## src/rtl/usr_pkg.sv

```systemverilog
// usr_pkg: mode codes, shift-class decode and FSM encoding shared by the usr_burst block
package usr_pkg;
    localparam logic [2:0] M_HOLD = 3'b000;
    localparam logic [2:0] M_SHR  = 3'b001;
    localparam logic [2:0] M_SHL  = 3'b010;
    localparam logic [2:0] M_LOAD = 3'b011;
    localparam logic [2:0] M_ROR  = 3'b100;
    localparam logic [2:0] M_ROL  = 3'b101;
    localparam logic [2:0] M_ASR  = 3'b110;
    localparam logic [2:0] M_NOP  = 3'b111;

    typedef enum logic [1:0] {S_IDLE, S_RUN, S_FIN} state_t;

    function automatic logic is_shift(input logic [2:0] m);
        return m inside {M_SHR, M_SHL, M_ROR, M_ROL, M_ASR};
    endfunction

    function automatic logic is_right(input logic [2:0] m);
        return m inside {M_SHR, M_ROR, M_ASR};
    endfunction

    function automatic logic is_left(input logic [2:0] m);
        return m inside {M_SHL, M_ROL};
    endfunction
endpackage

```

## src/rtl/usr_slice.sv

```systemverilog
// usr_slice: next-value multiplexer for one register bit
module usr_slice
    import usr_pkg::*;
(
    input  logic [2:0] op,
    input  logic       cur,
    input  logic       rin,
    input  logic       lin,
    input  logic       par,
    output logic       nxt
);
    // right-moving modes take the left neighbour, left-moving the right one
    always_comb begin
        nxt = is_right(op) ? rin : is_left(op) ? lin : (op == M_LOAD) ? par : cur;
    end
endmodule

```

## src/rtl/usr_burst.sv

```systemverilog
// usr_burst: universal shift register with single-step operations and counted shift bursts
module usr_burst
    import usr_pkg::*;
#(
    parameter int WIDTH = 8,
    parameter int CNT_W = 4
) (
    input  logic             clk,
    input  logic             clear,
    input  logic             en,
    input  logic [2:0]       mode,
    input  logic             start,
    input  logic [CNT_W-1:0] cnt,
    input  logic             sisr,
    input  logic             sisl,
    input  logic [WIDTH-1:0] pin,
    output logic [WIDTH-1:0] q,
    output logic             sor,
    output logic             sol,
    output logic             busy,
    output logic             done
);
    state_t           state, state_nxt;
    logic [CNT_W-1:0] rem, rem_nxt;
    logic [2:0]       mode_q, mode_nxt, op;
    logic [WIDTH-1:0] q_nxt, rin, lin;
    logic             accept, msb_in, lsb_in;

    // pick the operation for this edge and the serial values entering each end
    always_comb begin
        accept = (state == S_IDLE) && start && is_shift(mode);
        op     = (state == S_RUN) ? mode_q :
                 (state != S_IDLE) ? M_HOLD :
                 accept ? ((cnt != '0) ? mode : M_HOLD) :
                 en ? mode : M_HOLD;
        msb_in = (op == M_SHR) ? sisr : (op == M_ROR) ? q[0] : q[WIDTH-1];
        lsb_in = (op == M_SHL) ? sisl : q[WIDTH-1];
        rin    = {msb_in, q[WIDTH-1:1]};
        lin    = {q[WIDTH-2:0], lsb_in};
    end

    for (genvar i = 0; i < WIDTH; i++) begin : g_slice
        usr_slice u_slice (
            .op (op),
            .cur(q[i]),
            .rin(rin[i]),
            .lin(lin[i]),
            .par(pin[i]),
            .nxt(q_nxt[i])
        );
    end

    // burst sequencing: accept in IDLE, count shifts in RUN, one-cycle FIN
    always_comb begin
        state_nxt = state;
        rem_nxt   = rem;
        mode_nxt  = mode_q;
        case (state)
            S_IDLE: if (accept) begin
                mode_nxt  = mode;
                rem_nxt   = (cnt == '0) ? '0 : cnt - CNT_W'(1);
                state_nxt = (cnt > CNT_W'(1)) ? S_RUN : S_FIN;
            end
            S_RUN: begin
                rem_nxt   = rem - CNT_W'(1);
                state_nxt = (rem == CNT_W'(1)) ? S_FIN : S_RUN;
            end
            default: state_nxt = S_IDLE;
        endcase
    end

    // register and FSM state, clear has priority
    always_ff @(posedge clk) begin
        if (clear) begin
            q      <= '0;
            state  <= S_IDLE;
            rem    <= '0;
            mode_q <= M_HOLD;
        end else begin
            q      <= q_nxt;
            state  <= state_nxt;
            rem    <= rem_nxt;
            mode_q <= mode_nxt;
        end
    end

    assign sor  = q[0];
    assign sol  = q[WIDTH-1];
    assign busy = (state != S_IDLE);
    assign done = (state == S_FIN);
endmodule

```

## config.mk

```make
export PLATFORM = sky130hd
export DESIGN_NAME = usr_burst
export DESIGN_NICKNAME = d
export VERILOG_FILES = /design/src/rtl/usr_pkg.sv /design/src/rtl/usr_slice.sv /design/src/rtl/usr_burst.sv
export SDC_FILE = /design/constraint.sdc
export NUM_CORES = 1
export LEC_CHECK = 0
export ABC_AREA = 1
export BUFFER_PORTS_ARGS = -buffer_cell sky130_fd_sc_hd__buf_2
export CORE_UTILIZATION = 57
export CTS_BUF_LIST = sky130_fd_sc_hd__clkbuf_4
export DETAILED_ROUTE_END_ITERATION = 8
export PLACE_DENSITY = 0.81
export SETUP_SLACK_MARGIN = 0.3
export SYNTH_ARGS = -nofsm -noshare
export SYNTH_HDL_FRONTEND = slang
export SYNTH_HIERARCHICAL = 1
export SYNTH_SLANG_ARGS = --single-unit
```

## constraint.sdc

```tcl
create_clock -name clk -period 2.7 [get_ports clk]
set_clock_uncertainty 0.1 [all_clocks]
set_input_delay 0.405 -clock clk [delete_from_list [all_inputs] [get_ports clk]]
set_output_delay 0.405 -clock clk [all_outputs]
set_load 0.05 [all_outputs]
```

# After elaboration in Yosys (flattened, before gate mapping)
# Index checks and enable logic that the tools add are counted.
# word_totals
register_bits	17
in_bits	21
out_inout_bits	12
# op_classes
n_addsub	2
order_cmp	1
n_eq_ne	16
mux	39
reduce_logical	14
# ops
op	count
two-way mux 1 bit	27
equality test 3 bit, second input constant	6
two-way mux 3 bit	5
equality test 3 x 2 -> 1 bit, second input constant	3
two-way mux 4 bit	2
one-hot mux 4 bit (2 select lines)	1
subtractor 4 x 1 -> 4 bit, second input constant	2
equality test 3 x 1 -> 1 bit, second input constant	2
two-way mux 2 bit	3
AND reduction 2 bit	3
nonzero test 2 bit	3
nonzero test 3 bit	2
nonzero test 5 bit	1
equality test 4 x 1 -> 1 bit, second input constant	1
greater-than comparator 4 x 1 -> 1 bit, second input constant	1
logical NOT 4 bit	1
one-hot mux 2 bit (2 select lines)	1
nonzero test 4 bit	1
!= test 3 bit, second input constant	1
equality test 2 x 1 -> 1 bit, second input constant	1
equality test 2 bit, second input constant	1
logical AND 1 bit	2
logical NOT 2 bit	1
!= test 2 bit, second input constant	1

# Longest topological paths before layout
# logic_depth
word_depth	10
depth_mapped	17
mapped_depth_nobuf	17

# Modules after synthesis
# The synthesis kept the hierarchy.
# modules_own_cells
module	n_inst	cells_per_inst	area_each_um2	seq_area_each_um2
usr_burst	1	136	948.4	340.3
usr_slice	8	19	87.6	0.0

# Worst setup path after synthesis
# OpenSTA, ideal clock, no wires.
# synth_path
path_type	flip-flop to flip-flop
startpoint	register state[0]
endpoint	register q[1]
t_arrival_ps	1908
t_required_ps	2472
setup_slack_ps	564
path_stages_with_launch	17
n_path_buf	0
period_less_slack_ps	2136
cell_sequence	dfxtp_1 > inv_2 > nand2_4 > nor2_2 > nand3_2 > nand2_2 > nand3_1 > nand2_2 > nand2_1 > nand2_1 > nand2_1 > nand2_1 > nand2_1 > nand2_1 > nand2_1 > inv_1 > nor2_1
# synth_between
word_cells_on_any_way	19
classes_between	eq/ne: 7; mux: 5; reduce/logical: 7
# synth_lines
element	line_no	source
start, declared	usr_burst.sv:23	state_t state, state_nxt;
start signal, assigned	usr_burst.sv:81	state <= state_nxt;
nonzero test 2 bit *	-	
via busy	usr_burst.sv:20	output logic busy,
two-way mux 3 bit *	usr_burst.sv:33	(state != S_IDLE) ? M_HOLD :
two-way mux 3 bit *	usr_burst.sv:32	op = (state == S_RUN) ? mode_q :
via op[2]	usr_burst.sv:25	logic [2:0] mode_q, mode_nxt, op;
equality test 3 x 2 -> 1 bit or equality test 3 bit (tied branches)	usr_pkg.sv:23	return m inside {M_SHL, M_ROL};
nonzero test 2 bit	usr_pkg.sv:23	
two-way mux 1 bit	usr_slice.sv:14	nxt = is_right(op) ? rin : is_left(op) ? lin : (op == M_LOAD) ? par : cur;
two-way mux 1 bit *	usr_slice.sv:14	
via q_nxt[1]	usr_burst.sv:26	logic [WIDTH-1:0] q_nxt, rin, lin;
end signal, assigned	usr_burst.sv:80	q <= q_nxt;
end, declared	usr_burst.sv:17	output logic [WIDTH-1:0] q,
# Mark *: on every way through the listed nets, which the timed path passes. The rest lies on a longest branch.
# A chain may end at the register's enable or synchronous reset.

# Final worst setup path
# layout_path
startpoint	register state[0]
endpoint	register q[1]
# layout_between
elab_chain_cells	10
word_cells_on_any_way	19
classes_between	eq/ne: 7; mux: 5; reduce/logical: 7
# layout_rtl
element	line_no	source
logical NOT 2 bit	usr_burst.sv:31	accept = (state == S_IDLE) && start && is_shift(mode);
logical AND 1 bit (2 in a row)	usr_burst.sv:31	
two-way mux 3 bit	usr_burst.sv:34	accept ? ((cnt != '0) ? mode : M_HOLD) :
two-way mux 3 bit	usr_burst.sv:33	
two-way mux 3 bit *	usr_burst.sv:32	
via op[1]	usr_burst.sv:25	
equality test 3 x 2 -> 1 bit or equality test 3 bit (tied branches)	usr_pkg.sv:23	
nonzero test 2 bit	usr_pkg.sv:23	
two-way mux 1 bit	usr_slice.sv:14	
two-way mux 1 bit *	usr_slice.sv:14	
via q_nxt[1]	usr_burst.sv:26	
# Marks and branches as above.

==> metrics.log <==
[metrics] result of the run: finished clean
[metrics] number of placement rows: 19
[metrics] CP Class: reg2reg
[metrics] pins over their slew limit: 0
[metrics] Peak VDD IR: 0.359 mV
[metrics] Cells after Synth: between 200 and 300
[metrics] cell internal pwr: about 480 uW
[metrics] total global routing track utilization: 23.6%
[metrics] total count of hold-check failures in the final report: 0
[metrics] antenna violation net count after detailed routing: 0
[metrics] Synth Net Count: about 310
[metrics] fraction of synthesized area in multiplexers: 0%
[metrics] top library cells by usage in the layout, fill and taps aside: 93 x sky130_fd_sc_hd__nand2_1, 39 x sky130_fd_sc_hd__inv_1, 32 x sky130_fd_sc_hd__buf_2, 29 x sky130_fd_sc_hd__nor2_1, 23 x sky130_fd_sc_hd__nand3_1
[metrics] Max Buffers Root-to-Sink: 2
[metrics] final critical-path share of the clock period: 76.5%
[metrics] placeable core region: around 0.0028 mm^2
[metrics] Post-Synthesis Cell Area: roughly 0.0016 mm^2
[metrics] count of antenna diodes in the layout: 0
[metrics] Routability Congestion: between 0.7 and 0.8
[metrics] Max stage delay on crit path: roughly 0.35 ns
[metrics] post-synthesis cell type count: 26
[metrics] total DRC errors in the routed layout: 0
[metrics] die outline height: around 56 um
[metrics] area grow syn2layout: 14.9%
[metrics] wire per inst: 9.66 um
[metrics] Max Clock Freq: roughly 0.48 GHz
[metrics] drt first-iter violations: between 60 and 70
[metrics] WP data required: 2.79 ns
[metrics] Max FO, Critical Path: 17
[metrics] static leakage: 0.977 nW
[metrics] area share of xor/xnor cells in the synthesized design: under 10%
[metrics] Routed Wire Length: around 3.4 mm
[metrics] most repeated library cell on the critical path: sky130_fd_sc_hd__nand2_1
[metrics] clock tree from TritonCTS: built
[metrics] sequential area share after synthesis: 20.6%
[metrics] residual overflow from global routing: 0
[metrics] element type at the critical path end: flop
[metrics] switching component of the power: roughly 380 uW
[metrics] Seq cells post-synth: 17
[metrics] Power Density: 451 mW/mm^2
[metrics] Fin Hold WS: ~0.27 ns
[metrics] width of the chip: between 50 and 60 um
[metrics] H-tree depth: 1
[metrics] most common cell after layout, fill and taps aside: sky130_fd_sc_hd__nand2_1
[metrics] syn avg cell area: roughly 5.7 um^2
[metrics] number of top-level design ports: 33
[metrics] simple logic cell fraction of the synthesized area: around half
[metrics] via density per instance: a little over 5
[metrics] initial antenna violation count: 0
[metrics] sequential power share: 33.6%
[metrics] count of hold-fix buffers inserted at cts: 0
[metrics] setup repair after global routing missed its margin: no
[metrics] critical-path cell with the highest stage delay: sky130_fd_sc_hd__dfxtp_1
[metrics] worst hold path type: in2reg
[metrics] kind of start point of the critical path: flop
[metrics] share of post-route cells with drive strength above 1: between 20% and 30%
[metrics] post-route cell area: about 0.0019 mm^2
[metrics] count of synthesis-stage warnings from yosys: 6
[metrics] HPWL after DPL: about 2.6 mm
[metrics] power share of the combinational group: between 40% and 50%
[metrics] sum of negative setup slack: 0 ns
[metrics] worst-case headroom to the max-slew limit: around three quarters
[metrics] post-CTS clock slew at the launch and capture registers of the worst setup and hold paths: ~0.10 ns
[metrics] proportion of power drawn by the clock network: between 10% and 20%
[metrics] count of port buffers added during placement: 32
[metrics] slew at the pin with the worst max-slew slack: around 0.36 ns
[metrics] main combinational cell family by area after synthesis: simple AND/OR/NAND/NOR gates
[metrics] clock buffers created by TritonCTS: 3
[metrics] via count of the first global-routing pass: between 1.5k and 2k
[metrics] overall die area: just over 0.003 mm^2
[metrics] number of iterations in the first detailed-routing pass: 4
[metrics] nets@finish: around 350
[metrics] worst-path cell chain: inv_2, nand2_4, nor2_2, nand3_2, nand2_2, nand3_1, nand2_4, buf_4, inv_1, nand2_1, nand2_1, nand2_1, nand2_1, nand2_1, nand2_1, inv_1, nor2_1
[metrics] number of vias in the routed layout: between 1.5k and 2k
[metrics] number of setup violations in the final report: 0
[metrics] compound-cell area share of the yosys netlist: 14.6%
[metrics] post-detailed-placement cell area: ~0.0019 mm^2
[metrics] effective utilization at floorplan: between 50 and 60%
[metrics] switching fraction of total power: 44.2%
[metrics] crit path time final: about 2.1 ns
[metrics] sinks on the clock net: 17
[metrics] adder and majority cell fraction of the synthesized area: under 10%
[metrics] maximum number of pins on one net before global-route repair: 45
[metrics] later-pin clock latency in the skew report: roughly 0.30 ns
[metrics] critical path arrival: about 2.2 ns
[metrics] wire length of the first global-routing pass: a little over 6 mm
[metrics] root buf cell: sky130_fd_sc_hd__clkbuf_4
[metrics] number of maximum-capacitance violations: 0
## synthesized netlist by cell type
master | count | area share (%)
sky130_fd_sc_hd__o2111ai_1 | 8 | 4.2
sky130_fd_sc_hd__xnor2_1 | 2 | 1.1
sky130_fd_sc_hd__clkbuf_1 | 2 | 0.46
sky130_fd_sc_hd__inv_1 | 39 | 8.9
sky130_fd_sc_hd__nand2_1 | 93 | 21
sky130_fd_sc_hd__nand2_4 | 2 | 1.4
sky130_fd_sc_hd__o21ai_0 | 4 | 1.2
sky130_fd_sc_hd__nand2_2 | 12 | 4.6
sky130_fd_sc_hd__o21ai_1 | 1 | 0.30
sky130_fd_sc_hd__nor3b_1 | 1 | 0.46
sky130_fd_sc_hd__ha_1 | 2 | 1.5
sky130_fd_sc_hd__nor2_4 | 2 | 1.4
sky130_fd_sc_hd__nand3_1 | 23 | 7.0
sky130_fd_sc_hd__buf_4 | 3 | 1.4
sky130_fd_sc_hd__a22oi_1 | 1 | 0.46
sky130_fd_sc_hd__nand3_2 | 3 | 1.8
sky130_fd_sc_hd__nor2_2 | 4 | 1.5
sky130_fd_sc_hd__dfxtp_1 | 17 | 21
sky130_fd_sc_hd__nor2_1 | 29 | 6.6
sky130_fd_sc_hd__inv_2 | 10 | 2.3
sky130_fd_sc_hd__nor3_1 | 1 | 0.30
sky130_fd_sc_hd__o22ai_1 | 1 | 0.38
sky130_fd_sc_hd__nand4_1 | 8 | 3.0
sky130_fd_sc_hd__o211ai_1 | 8 | 3.6
sky130_fd_sc_hd__a21oi_1 | 7 | 2.1
sky130_fd_sc_hd__a211oi_1 | 5 | 2.3
## sequential cells by signal, summed over array words and instances, names as in the netlist
name	flops
mode_q	3
rem	4
q	8
state	2
## worst paths after layout
| kind | from | endpoint | slack [ns] | cells past startpoint |
|---|---|---|---|---|
| max | state[0] | q[1] | 0.63 | 17 |
| min | mode[0] | mode_q[0] | 0.27 | 3 |
| max reg2reg | state[0] | q[1] | 0.63 | 17 |
| min reg2reg | mode_q[0] | mode_q[0] | 0.37 | 2 |
## logic make-up (layout without fill, tap and decap cells)
family | after synthesis | after routing
adders and majority gates | 2 | 2
DFF | 17 | 17
xor gates and xnor gates | 2 | 2
AOI/OAI and AO/OA | 35 | 35
and+or+nand+nor | 178 | 178
buffers and inverters | 54 | 89
## critical path: cells and delay by family, from the launching register on
kind	cells	cell delay [ns]
buffers and inverters	4	0.42
flip-flops	1	0.35
AND/OR/NAND/NOR	13	1.08
## cell type report
class	count	area (um^2)
multi-input cells	217	1100
fillers	265	862
flip-flops and latches	17	340
repair buffers	36	203
inverters	49	184
well taps	31	38.8
clock buffers	4	30.0
## timing repair
item                                   in CTS  in global routing
setup endpoints to repair                   0                  1
setup buffers                               0                  0
endpoints found under the hold margin       0                  0
gates resized for setup                     0                  1
## through the flow
step	setup slack [ns]	cells	util, %	power (mW)
2_1_floorplan	0.564	288	-	0.619
3_3_place_gp	0.479	350	67.5	0.702
3_5_place_dp	0.406	350	67.5	0.706
4_1_cts	0.533	354	68.6	0.862
5_1_grt	0.373	354	68.7	0.932
6_report	0.634	354	68.7	0.855
## power by group through the flow
stage,clock (mW),combinational [mW],sequential [mW]
floorplan,0,0.310,0.310
global placement,0,0.410,0.292
detailed placement,0,0.414,0.292
CTS,0.159,0.416,0.287
global route,0.166,0.475,0.290
finish,0.152,0.416,0.287
## layer usage
layer | wire, um | GRT usage [%]
met1 | 1790 | 33.1
met2 | 1530 | 40.3
met3 | 88 | 2.09
met4 | 20 | 3.57
met5 | 0 | 0
Note: power is estimated with default switching activity, not from simulation.
